[config.mk]
export PLATFORM = sky130hd
export DESIGN_NAME = mcdf_chnl_slave
export DESIGN_NICKNAME = d
export VERILOG_FILES = /design/src/rtl/mcdf_chnl_slave.sv
export SDC_FILE = /design/constraint.sdc
export NUM_CORES = 1
export LEC_CHECK = 0
export BUFFER_PORTS_ARGS = -buffer_cell sky130_fd_sc_hd__buf_2
export CORE_UTILIZATION = 39
export DETAILED_ROUTE_END_ITERATION = 7
export SETUP_SLACK_MARGIN = 0.3
export SYNTH_ARGS = -nofsm -noshare
export SYNTH_HDL_FRONTEND = slang
export SYNTH_SLANG_ARGS = --single-unit
export TNS_END_PERCENT = 30
[constraint.sdc]
create_clock -name clk -period 3.85 [get_ports clk]
set_input_delay 0.1925 -clock clk [delete_from_list [all_inputs] [get_ports clk]]
set_output_delay 0.1925 -clock clk [all_outputs]
set_load 0.02 [all_outputs]
[src/rtl/mcdf_chnl_slave.sv]
// rtl/mcdf_chnl_slave.sv - MCDF per-channel ingress FIFO between initiator and arbiter
// Show-ahead FIFO: head word is presented combinationally from registered state.
module mcdf_chnl_slave #(
  parameter  int DW    = 32,
  parameter  int DEPTH = 32,
  localparam int AW    = $clog2(DEPTH)
) (
  input  logic          clk,
  input  logic          rst,
  input  logic          slv_en,
  input  logic          ch_valid,
  input  logic [DW-1:0] ch_data,
  output logic          ch_ready,
  input  logic          a2s_ack,
  output logic          slv_val,
  output logic          slv_req,
  output logic [DW-1:0] slv_data,
  output logic [AW:0]   margin
);

  localparam logic [AW:0] DEPTH_C = (AW+1)'(DEPTH);

  logic [DW-1:0] r_mem [DEPTH];
  logic [AW-1:0] r_wr_ptr;
  logic [AW-1:0] r_rd_ptr;
  logic [AW:0]   r_count;

  logic w_active;
  logic w_full;
  logic w_empty;
  logic w_push;
  logic w_pop;

  // Full/empty come from the occupancy counter so pointer wrap needs no extra bit.
  assign w_active = !rst && slv_en;
  assign w_full   = (r_count == DEPTH_C);
  assign w_empty  = (r_count == '0);

  assign ch_ready = w_active && !w_full;
  assign slv_val  = w_active && !w_empty;
  assign slv_req  = slv_val;
  assign w_push   = ch_valid && ch_ready;
  assign w_pop    = a2s_ack && slv_val;

  assign slv_data = (!rst && !w_empty) ? r_mem[r_rd_ptr] : '0;
  assign margin   = rst ? DEPTH_C : (DEPTH_C - r_count);

  always_ff @(posedge clk) begin
    if (w_push) begin
      r_mem[r_wr_ptr] <= ch_data;
    end
  end

  always_ff @(posedge clk) begin
    if (rst) begin
      r_wr_ptr <= '0;
      r_rd_ptr <= '0;
      r_count  <= '0;
    end else begin
      if (w_push) begin
        r_wr_ptr <= r_wr_ptr + AW'(1);
      end
      if (w_pop) begin
        r_rd_ptr <= r_rd_ptr + AW'(1);
      end
      case ({w_push, w_pop})
        2'b10:   r_count <= r_count + (AW+1)'(1);
        2'b01:   r_count <= r_count - (AW+1)'(1);
        default: r_count <= r_count;
      endcase
    end
  end

  a_count_range : assert property (@(posedge clk) disable iff (rst) r_count <= DEPTH_C);
  a_no_push_full : assert property (@(posedge clk) disable iff (rst) !(w_push && w_full));
  a_no_pop_empty : assert property (@(posedge clk) disable iff (rst) !(w_pop && w_empty));

endmodule
==> summary.txt <==
Placement
  – Number of I/O port buffers: 77
  – Placer Congestion: 0.797
  – Setup slack at placement: around 0.24 ns
  – DP HPWL: ~55 mm

Floorplanning
  – Row cnt: between 100 and 150
  – Core ar.: 103,000 sq um
  – Die X: 325 um
  – Die area: around 110,000 sq um
  – # IOs: between 70 and 80
  – Die Span Y: about 330 um
  – Starting Density: 39.4%

Cells and area
  – Share of layout cells above drive strength 1: 25.2%
  – Layout Nets: roughly 2,200
  – Post-layout util: between 40% and 50%
  – Area growth, synth to finish: 15.3%

Synthesis
  – Largest area contributor in the netlist: edfxtp_1
  – Main synth FF type: edfxtp_1
  – Count of different cell masters after synthesis: between 50 and 60
  – FF+latch count, synth: between 1,000 and 1,500
  – Largest family of logic cells by synthesized area: multiplexers
  – Cells after Synth: approximately 2,000
  – Top cells by instance count after synthesis: 1,024 x edfxtp_1, 257 x mux2i_1, 152 x a22oi_1
  – Adder-Cell Fraction of Synth Area: less than 1%
  – Ys Warns: 0
  – Area contributors post-synth: edfxtp_1 75%, mux4_2 7.1%, mux2i_1 6.3%
  – Avg Cell Area, Syn: around 20 sq um
  – EDFF count, synth: slightly above 1,000
  – Most common cell in the netlist: edfxtp_1
  – Syn nets: 2,083
  – Post-Syn Area: 40,700 sq um
  – Top-area cell type share of the netlist area: 75.5%
  – Register area share after synthesis: 76.5%
  – Post-synthesis compound-gate area fraction: 3.76%
  – Xor-xnor portion of the synthesized cell area: less than 1%
  – Multiplexer share of the synthesized area: 15.2%
  – Simple-Gate Fraction of Synth Area: 2.34%
  – Asr flop ratio synth: 0%

Setup path
  – Crit-path cells: inv_1, ha_1, or4b_4, o211a_1, inv_1, ha_2, xor2_1, ha_1, a21o_1, a22oi_1, o2111a_1, or3_1
  – WP data required: 4.37 ns
  – R2r endpoint: r_count[4]
  – Worst EP arrival: approximately 4 ns
  – Reg2Reg Depth: 12
  – Critical-path top delay cell: or4b_4
  – Crit Path Class: flop to flop
  – Worst path max stage delay: 0.54 ns
  – CP bufs+invs: 2
  – Delay-heaviest family, CP: simple AND/OR/NAND/NOR gates
  – Startpoint Class: flop
  – R2r setup slk: 0.33 ns
  – Critical Path Sink Type: flop
  – R2r startpoint: r_count[0]
  – CP max FO: 11

Worst hold path
  – Hold path start: ch_data[29]
  – Hold Crit Class: input pin to flop
  – Hold Path Stages: 1
  – WHS Endpoint: r_mem[10][29]

Timing
  – Period utilization: 91.3%
  – Worst hold margin: roughly 0.032 ns
  – Worst Max-Slew Pin Slew: 1.09 ns
  – Pins Over Slew Limit: 0
  – Final setup fails: 0
  – Fmax: 284 MHz
  – Final worst path period need: 3.52 ns
  – Setup TNS: 0 ns
  – Fin worst setup slack: 0.334 ns
  – Final hold violation count: 0
  – Skew final: 0.0204 ns
  – Slew Limit Headroom: 27.5%
  – RSZ-0062 raised after global routing: true

Status
  – Status: completed

Pwr
  – Lkg Pwr: approximately 14 nW
  – Final Power: 22.9 mW
  – Worst VDD drop: 0.000317 V
  – Pwr/cell area: 488 nW/um^2

CTS
  – TritonCTS clock tree: yes
  – CTS Buf Count: ~100
  – Root Driver: clkbuf_16
  – # clock sinks: between 1,000 and 1,500
  – Worst-Skew Late Latency: 0.66 ns
  – Clk buf depth: 3
  – CTS H-tree depth: 3
  – Worst-path clk slew: 0.07 ns

Detailed routing
  – Drt wl/cell: ~27 um
  – Total routed wirelength: 97.6 mm
  – Antenna Nets Post-Route: 0
  – DR DRC count: 0
  – Initial DRT Pass Iterations: 7
  – Initial detailed-routing violation count: about 1,800
  – Vias post-DR: 20,161
  – Vias per inst: about 5.5

Global routing
  – Largest net degree at the start of global routing: 72
  – First-pass GRT wire length: between 100 and 150 mm
  – Grt ovf: 0
  – GRT Util Overall: between 15 and 20%
  – Initial antenna violation count: 9
  – Vias in the first global route: 20,873

Flow run
  – Max-Cap Viols: 0
-- registers in the layout, indices dropped and copies added, names as in the netlist, named ones only --
register,count
r_rd_ptr,5
r_count,6
r_wr_ptr,5
r_mem,1024
-- what timing repair did --
action	CTS	global route
endpoints found under the hold margin	34	0
setup buffers	7	5
pin swaps	2	2
gates resized for setup	11	3
setup endpoints to repair	33	19
gates cloned	3	1
hold buffers	4	0
-- metal layers --
layer | global-route usage [%] | part of all wire, % | vias to the layer above
met5 | 0 | 0.077 | -
met4 | 4.52 | 1.5 | 14
met3 | 3.19 | 6.1 | 108
met2 | 31.4 | 51 | 574
met1 | 24.4 | 42 | 10749
li1 | - | - | 8716
-- report_power, final --
part	switching [mW]	internal, mW
clock network	4.12	5.76
logic	0.379	0.124
registers	0.0167	12.5
-- through the flow --
stage	cell area (sq um)	instances
2_1_floorplan	40700	2037
3_3_place_gp	43300	3450
3_5_place_dp	43300	3450
4_1_cts	46900	3648
5_1_grt	47000	3655
6_report	47000	3655
-- worst max-delay path by stage --
stage | startpoint | to | depth (start not counted)
finish | r_count[0] | r_count[4] | 12
global route | r_count[0] | r_count[4] | 12
CTS | r_count[0] | slv_data[23] | 9
detailed placement | r_count[0] | r_count[4] | 12
global placement | r_count[0] | r_count[4] | 12
floorplan | r_count[1] | r_mem[30][0] | 8
-- final cells by class --
type	instances	area (sq um)
clock buffers	118	2630
repair buffers	172	1450
inverters	11	41.3
diodes	1	2.50
clock inverters	66	671
well taps	1380	1730
fillers	8616	56500
flip-flops and latches	1045	31200
multi-input cells	862	9240
-- cells in the final DEF, fill, tap and decap left out, drive strengths merged, types with 3 or more instances in the layout --
cell	n
clkinvlp	3
bufinv	13
edfxtp	1024
mux4	128
clkbuf	119
nor2b	8
nor3	4
xor2	7
a211oi	4
ha	9
nand2	10
mux2	65
dfxtp	21
a22oi	161
buf	166
a21oi	8
o2111a	3
dlygate4sd3	4
nor2	52
inv	14
or3	4
nand3	99
clkinv	47
nand4	4
mux2i	257
xnor2	5
o21ai	5
-- cells by family after synthesis --
family | after synthesis
muxes | 450
AOI/OAI and AO/OA | 197
buffers and inverters | 132
DFF | 1045
xor gates and xnor gates | 12
adders and majority gates | 9
and+or+nand+nor | 192
(Power assumes the default switching activity.)
